**src/rtl/mem_load_writer.sv**
```systemverilog
// Load engine: buffers loader image words, writes them to consecutive byte
// addresses through an acknowledged port, sums them, and gates core reset.
module mem_load_writer #(
    parameter int DATA_W     = 32,
    parameter int ADDR_W     = 32,
    parameter int CNT_W      = 20,
    parameter int FIFO_DEPTH = 4
) (
    input  logic              CLK,
    input  logic              RST_n,
    input  logic              START,
    input  logic [ADDR_W-1:0] BASE_ADDR,
    input  logic [CNT_W-1:0]  WORD_CNT,
    input  logic [DATA_W-1:0] IN_DATA,
    input  logic              IN_VALID,
    output logic              IN_READY,
    output logic [ADDR_W-1:0] MEM_ADDR,
    output logic [DATA_W-1:0] MEM_WDATA,
    output logic              MEM_WE,
    input  logic              MEM_ACK,
    output logic              BUSY,
    output logic              DONE,
    output logic [31:0]       CHECKSUM,
    output logic              CORE_RST_n
);

    localparam int PTR_W = $clog2(FIFO_DEPTH);

    localparam logic [1:0] S_IDLE  = 2'd0;
    localparam logic [1:0] S_LOAD  = 2'd1;
    localparam logic [1:0] S_DRAIN = 2'd2;
    localparam logic [1:0] S_FIN   = 2'd3;

    logic [1:0]        r_state;
    logic [ADDR_W-1:0] r_addr;
    logic [CNT_W-1:0]  r_cnt;
    logic [CNT_W-1:0]  r_acc;
    logic [CNT_W-1:0]  r_com;
    logic [31:0]       r_sum;
    logic              r_busy;
    logic              r_done;
    logic              r_core_rst_n;

    logic [DATA_W-1:0] r_fifo [FIFO_DEPTH];
    logic [PTR_W-1:0]  r_wptr;
    logic [PTR_W-1:0]  r_rptr;
    logic [PTR_W:0]    r_level;

    logic              w_full;
    logic              w_empty;
    logic              w_ready;
    logic              w_we;
    logic              w_push;
    logic              w_pop;
    logic [DATA_W-1:0] w_head;
    logic [31:0]       w_head32;

    assign w_full   = (r_level == (PTR_W + 1)'(FIFO_DEPTH));
    assign w_empty  = (r_level == '0);
    assign w_ready  = (r_state == S_LOAD) && !w_full && (r_acc < r_cnt);
    assign w_we     = ((r_state == S_LOAD) || (r_state == S_DRAIN)) && !w_empty;
    assign w_push   = IN_VALID && w_ready;
    assign w_pop    = w_we && MEM_ACK;
    assign w_head   = r_fifo[r_rptr];

    // Checksum is always 32 bits regardless of the word width.
    generate
        if (DATA_W >= 32) begin : g_trunc
            assign w_head32 = w_head[31:0];
        end else begin : g_zext
            assign w_head32 = {{(32 - DATA_W){1'b0}}, w_head};
        end
    endgenerate

    assign IN_READY   = w_ready;
    assign MEM_WE     = w_we;
    assign MEM_WDATA  = w_we ? w_head : '0;
    assign MEM_ADDR   = r_addr;
    assign BUSY       = r_busy;
    assign DONE       = r_done;
    assign CHECKSUM   = r_sum;
    assign CORE_RST_n = r_core_rst_n;

    always_ff @(posedge CLK) begin
        if (w_push) begin
            r_fifo[r_wptr] <= IN_DATA;
        end
    end

    always_ff @(posedge CLK or negedge RST_n) begin
        if (!RST_n) begin
            r_wptr  <= '0;
            r_rptr  <= '0;
            r_level <= '0;
        end else begin
            if (w_push) r_wptr <= r_wptr + 1'b1;
            if (w_pop)  r_rptr <= r_rptr + 1'b1;
            case ({w_push, w_pop})
                2'b10:   r_level <= r_level + 1'b1;
                2'b01:   r_level <= r_level - 1'b1;
                default: r_level <= r_level;
            endcase
        end
    end

    always_ff @(posedge CLK or negedge RST_n) begin
        if (!RST_n) begin
            r_state      <= S_IDLE;
            r_addr       <= '0;
            r_cnt        <= '0;
            r_acc        <= '0;
            r_com        <= '0;
            r_sum        <= '0;
            r_busy       <= 1'b0;
            r_done       <= 1'b0;
            r_core_rst_n <= 1'b0;
        end else begin
            if (w_push) r_acc <= r_acc + 1'b1;
            if (w_pop) begin
                r_addr <= r_addr + ADDR_W'(DATA_W / 8);
                r_sum  <= r_sum + w_head32;
                r_com  <= r_com + 1'b1;
            end
            case (r_state)
                S_IDLE: begin
                    if (START) begin
                        r_addr       <= BASE_ADDR;
                        r_cnt        <= WORD_CNT;
                        r_acc        <= '0;
                        r_com        <= '0;
                        r_sum        <= '0;
                        r_done       <= 1'b0;
                        r_busy       <= 1'b1;
                        r_core_rst_n <= 1'b0;
                        r_state      <= (WORD_CNT == '0) ? S_FIN : S_LOAD;
                    end else if (r_done) begin
                        r_core_rst_n <= 1'b1;
                    end
                end
                S_LOAD: begin
                    if (w_push && ((r_acc + 1'b1) == r_cnt)) r_state <= S_DRAIN;
                end
                S_DRAIN: begin
                    if (w_pop && ((r_com + 1'b1) == r_cnt)) r_state <= S_FIN;
                end
                default: begin
                    r_state <= S_IDLE;
                    r_done  <= 1'b1;
                    r_busy  <= 1'b0;
                end
            endcase
        end
    end

endmodule
```
**config.mk**
```make
export PLATFORM = sky130hd
export DESIGN_NAME = mem_load_writer
export DESIGN_NICKNAME = d
export VERILOG_FILES = /design/src/rtl/mem_load_writer.sv
export SDC_FILE = /design/constraint.sdc
export NUM_CORES = 1
export LEC_CHECK = 0
export CELL_PAD_IN_SITES_DETAIL_PLACEMENT = 0
export CELL_PAD_IN_SITES_GLOBAL_PLACEMENT = 1
export CORE_MARGIN = 2
export CORE_UTILIZATION = 40
export CTS_CLUSTER_DIAMETER = 150
export DETAILED_ROUTE_END_ITERATION = 8
export PLACE_DENSITY_LB_ADDON = 0.1
export SYNTH_ARGS = -nofsm -noshare
export SYNTH_HDL_FRONTEND = slang
export SYNTH_SLANG_ARGS = --single-unit
```
**constraint.sdc**
```tcl
create_clock -name CLK -period 3.9 [get_ports CLK]
set_input_delay 0.585 -clock CLK [delete_from_list [all_inputs] [get_ports CLK]]
set_output_delay 0.585 -clock CLK [all_outputs]
set_load 0.05 [all_outputs]
```
Word-level counts from Yosys, hierarchy flattened
Memory sizes are Yosys's and may differ from the RTL's.
Cells that the tools add are included.
{"block": "word_totals", "out_inout_bits": 101, "latch_bits": 0, "mem_count": 1, "inputBits": 89, "ram_bits": 128, "rom_bits": 0, "ff_bits": 136}
{"block": "classes", "bitwise_logic": 1, "n_addsub": 8, "n_mux": 27, "n_reduce_logical": 20, "multipliers": 0, "shift": 0, "n_lt_le_gt_ge": 1, "div_mod_pow": 0, "eq_ne": 10}
{"name": "r_fifo", "depth": 4, "width": 32, "rd": 1, "rd_ports_with_merged_regs": 0, "wr": 1, "line_no": "44", "text": "logic [DATA_W-1:0] r_fifo [FIFO_DEPTH];"}
{"cell": "$mux W32", "count": 7}
{"cell": "$mux W20", "count": 6}
{"cell": "$add A20 B1 Y20 const B", "count": 2}
{"cell": "$eq A20 B20 Y1", "count": 2}
{"cell": "$add A32 B3 Y32 const B", "count": 1}
{"cell": "$add A32 B32 Y32", "count": 1}
{"cell": "$logic_not A20 Y1", "count": 1}
{"cell": "$lt A20 B20 Y1", "count": 1}
{"cell": "$mux W2", "count": 4}
{"cell": "$logic_and A1 B1 Y1", "count": 7}
{"cell": "$mux W1", "count": 6}
{"cell": "$pmux W2 S3", "count": 1}
{"cell": "$pmux W3 S2", "count": 1}
{"cell": "$reduce_and A2 Y1", "count": 3}
{"cell": "$add A2 B1 Y2 const B", "count": 2}
{"cell": "$eq A2 B1 Y1 const B", "count": 2}
{"cell": "$eq A2 B2 Y1 const B", "count": 2}
{"cell": "$ne A2 B1 Y1 const B", "count": 2}
{"cell": "$pmux W1 S2", "count": 2}
{"cell": "$reduce_bool A2 Y1", "count": 2}
{"cell": "$add A3 B1 Y3 const B", "count": 1}
{"cell": "$eq A3 B3 Y1 const B", "count": 1}
{"cell": "$logic_not A3 Y1", "count": 1}
{"cell": "$reduce_and A3 Y1", "count": 1}
{"cell": "7 further kinds", "count": 8}

Longest topological paths before layout
{"block": "logic_depth", "ltp_word": 8, "ltp_mapped": 15}

Least setup slack after synthesis
Ideal clock, no wire load.
{"block": "synth_timing", "path_type": "register to register", "start": "register r_rptr[0]", "end": "register r_sum[31] (netlist: CHECKSUM[31])", "synth_period_minus_slack_ps": 3964, "required_ps": 3822, "setup_time_ps": 78, "path_slack_ps": -64, "arrival_ps": 3886, "stages_incl_launch_ff": 14, "path_cell_list": "dfrtp_1 clkbuf_1 buf_1 mux4_2 ha_1 nand3_1 o22ai_1 o2111ai_1 a21o_1 a2111oi_1 o21ai_0 xor2_1 or3_1 a21oi_1"}
{"block": "synth_via", "elab_chain_len": 5}
{"item": "start, declared", "line_no": "46", "text": "logic [PTR_W-1:0] r_rptr;"}
{"item": "start signal, assigned", "line_no": "97", "text": "if (w_pop) r_rptr <= r_rptr + 1'b1;"}
{"item": "$mem_v2 Z4 W32 (*)"}
{"item": "$add A32 B32 Y32 (*)", "line_no": "121", "text": "r_sum <= r_sum + w_head32;"}
{"item": "$mux W32 (*)", "line_no": "119", "text": "if (w_pop) begin"}
{"item": "$mux W32", "line_no": "126", "text": "if (START) begin"}
{"item": "$mux W32 (*)", "line_no": "124", "text": "case (r_state)"}
{"item": "end signal, assigned", "line_no": "121"}
{"item": "end, declared", "line_no": "39", "text": "logic [31:0] r_sum;"}
Every way passes the cells marked *; elsewhere a longest branch is shown, timed or not.
A chain may end at the register's enable or synchronous reset.

Worst setup path in the final report
{"block": "layout_timing", "start": "register r_cnt[6]", "end": "output IN_READY"}
{"block": "layout_via", "elab_chain_len": 2}
{"item": "start, declared", "line_no": "36", "text": "logic [CNT_W-1:0] r_cnt;"}
{"item": "start signal, assigned", "line_no": "110", "text": "r_cnt <= '0;"}
{"item": "start signal, assigned", "line_no": "128", "text": "r_cnt <= WORD_CNT;"}
{"item": "$lt A20 B20 Y1", "line_no": "60", "text": "assign w_ready = (r_state == S_LOAD) && !w_full && (r_acc < r_cnt);"}
{"item": "$logic_and A1 B1 Y1", "line_no": "60"}
{"item": "end, declared", "line_no": "16", "text": "output logic IN_READY,"}
Every way passes these cells.

==> results.py <==
metrics = {
    "worst_hold_path": {
        "min_path_type": "in -> async",
    },
    "synthesis": {
        "synth_top_family_by_area": "simple AND/OR/NAND/NOR gates",
        "ys_seq_area_share_pct": 50.7,
        "ys_ff_latch": 264,
        "synth_xor_area_share_pct": 8.59,
        "ys_warn_count": 0,
        "ys_async_sr_fraction_pct": 51.5,
        "synth_fa_ha_area_share_pct": 5.80,
        "synth-edff-count": 128,
        "synth-compound-area-share_pct": 10.4,
        "muxShareOfSynthArea_pct": 5.76,
        "synth_area_um2": 14300,
        "synth-simple-area-share_pct": 15.7,
        "synth.distinct_cells": 75,
        "syn_nets": 1467,
        "synthFlopType": "dfrtp_1",
        "netlist_instances": 1313,
        "avgSynthCellArea_um2": 10.9,
    },
    "timing": {
        "maxSlewHeadroom_pct": 34.5,
        "finalSetupViolCount": 0,
        "hold_ws_ns": 0.0520,
        "hold_viol_final": 0,
        "max_freq_mhz": 271,
        "period_share_pct": 94.5,
        "finalCriticalPeriod_ns": 3.68,
        "setup_tns_ns": 0,
        "skew_ns": 0.0345,
        "timing.final.ws_setup_ns": 0.215,
        "grt_setup_unrepaired": "false",
        "worst_slew_pin_slew_ns": 0.980,
        "drv_slew": 0,
    },
    "global_routing": {
        "grt_pass1_vias": 10600,
        "grt_overflow": 0,
        "grt_max_degree": 87,
        "grt_use_total_pct": 21.0,
        "grt_pass1_wl_mm": 60.3,
        "antenna_found_initial": 0,
    },
    "clock_network": {
        "cts_tree": "built",
        "clk_pin_slew_worst_paths_ns": 0.06,
        "cts_buffer_depth": 3,
        "cts_made_buffers": 30,
        "cts_htree_levels": 1,
        "clock_latency_ns": 0.59,
        "cts_sinks": 264,
        "root_buffer": "clkbuf_16",
    },
    "final_layout": {
        "post-route-util_pct": 49.7,
        "fill_cells": 3253,
        "nets": 1654,
        "final_cell_mix": "nand2_1 (157), clkdlybuf4s50_1 (155), dfrtp_1 (135), edfxtp_1 (128), nor2_1 (90)",
        "final_common_cell": "nand2_1",
        "diodes": 0,
        "syn_to_final_growth_pct": 23.3,
        "instances_no_fill": 1983,
        "drive_gt1_share_pct": 9.92,
    },
    "power": {
        "power_frac_comb_pct": 54.6,
        "p_int_w": 0.00813,
        "switching_power_w": 0.00657,
        "ir_worst_vdd_v": 0.000824,
        "switching_share_pct": 44.7,
        "power.density_nw_per_um2": 835,
        "p_seq_share_pct": 27.4,
        "power_frac_clock_pct": 18.0,
        "leakage_nw": 6.90,
    },
    "place": {
        "dp_hpwl_mm": 27.4,
        "place_ws_ns": 0.0491,
        "numPortBuffers": 189,
        "place_congestion": 0.834,
        "place_inst": 1929,
    },
    "route": {
        "vias": 10600,
        "wirelength_mm": 38.7,
        "drtPass1Iterations": 5,
        "drc": 0,
        "drt_iter0_markers": 619,
        "drtAntennaViolNets": 0,
        "wl_per_cell_um": 19.5,
        "viasPerCell": 5.36,
    },
    "job": {
        "cap_violations": 0,
    },
    "setup_path": {
        "cp-start-kind": "register",
        "required_ns": 3.31,
        "worstPathMaxFanout": 6,
        "path_class": "reg -> out",
        "end_kind": "primary output",
        "arrival_ns": 3.10,
        "crit_chain": "inv_1 > ha_1 > a41o_1 > a211o_1 > o2111ai_1 > a32o_1 > buf_4",
        "slowest_stage": "dfrtp_1",
        "critPathMaxStageDelay_ns": 0.46,
    },
    "die": {
        "die-area_um2": 37200,
        "rows": 69,
        "die_h_um": 193,
        "start_util_pct": 40.3,
        "core_region_area_um2": 35400,
        "die_w_um": 193,
        "pin_count": 190,
    },
    "outcome": {
        "status": "complete, no violations",
    },
}
metal layers:
metal | share of wire (%) | wire length [um] | track usage [%]
met1 | 45 | 17400 | 28.3
met3 | 4.4 | 1700 | 2.97
met2 | 48 | 18600 | 35.6
met5 | 0 | 0 | 0
met4 | 2.5 | 978 | 5.54
area by class of cell:
class	instances	area, um2	share of cell area (%)
Clock buffer	42	826	4.69
Tap cell	461	577	3.28
Clock inverter	12	91.3	0.519
Inverter	38	143	0.810
Multi-Input combinational cell	951	6620	37.6
Timing Repair Buffer	215	2090	11.9
Sequential cell	264	7250	41.2
cells by family after synthesis:
group | count (synthesis)
buf+inv | 98
mux | 42
simple gates | 461
flops | 264
fa+ha+maj | 65
xor+xnor | 140
compound gates | 243
power groups by stage:
stage / Combinational (W) / Sequential, W / Clock, W
after floorplan: 0.00510 / 0.00451 / 0
after global placement: 0.00801 / 0.00409 / 0
after detailed placement: 0.00800 / 0.00409 / 0
after CTS: 0.00803 / 0.00404 / 0.00272
after global routing: 0.00870 / 0.00411 / 0.00284
final: 0.00802 / 0.00403 / 0.00264
worst max-delay path, delay by kind of cell, from the launching register on:
family	cells	cell delay, ns
AOI/OAI and AO/OA	4	1.33
DFF	1	0.46
buffers and inverters	2	0.41
adders and majority gates	1	0.34
Yosys cell counts (all sizes together), types with 24 or more instances:
master  instances  share of area (%)
nand2         159                4.2
dfrtp         136                 24
edfxtp        128                 27
nor2           90                2.4
o21ai          88                3.2
xnor2          78                4.8
a21oi          70                2.5
ha             63                5.5
xor2           62                3.8
nand3          49                1.8
clkbuf         43                1.3
and2           37                1.6
inv            37               0.97
mux4           32                5.0
nand4          25                1.2
nor3           24               0.84
what timing repair did:
action / 4_1_cts / 5_1_grt
hold buffers: 0 / 0
setup buffers: 0 / 0
endpoints found under the setup margin: 0 / 4
resized for setup: 0 / 3
sequential cells by signal (all words and copies together), names as in the netlist, 2 cells and up:
name	cells
r_rptr	2
r_level	3
r_com	20
r_wptr	2
MEM_ADDR	32
r_cnt	20
r_fifo	128
r_state	2
r_acc	20
CHECKSUM	32
metrics by stage:
step	power, W	instance area, um2
after global routing	0.0157	17600
after CTS	0.0148	17600
after global placement	0.0121	16700
after floorplan	0.00961	14300
after detailed placement	0.0121	16700
final	0.0147	17600
path summary, 6_finish.rpt:
check,from,to,slack (ns),cells after the start
max,r_cnt[6],IN_READY,0.22,7
min,RST_n,MEM_ADDR[18],0.05,1
max reg2reg,r_rptr[0],CHECKSUM[26],0.22,11
min reg2reg,MEM_ADDR[0],MEM_ADDR[0],0.48,2
max in group asynchronous,RST_n,r_cnt[8],2.96,2
min in group CLK,MEM_ADDR[0],MEM_ADDR[0],0.48,2
Note: power is estimated with default switching activity, not from simulation.
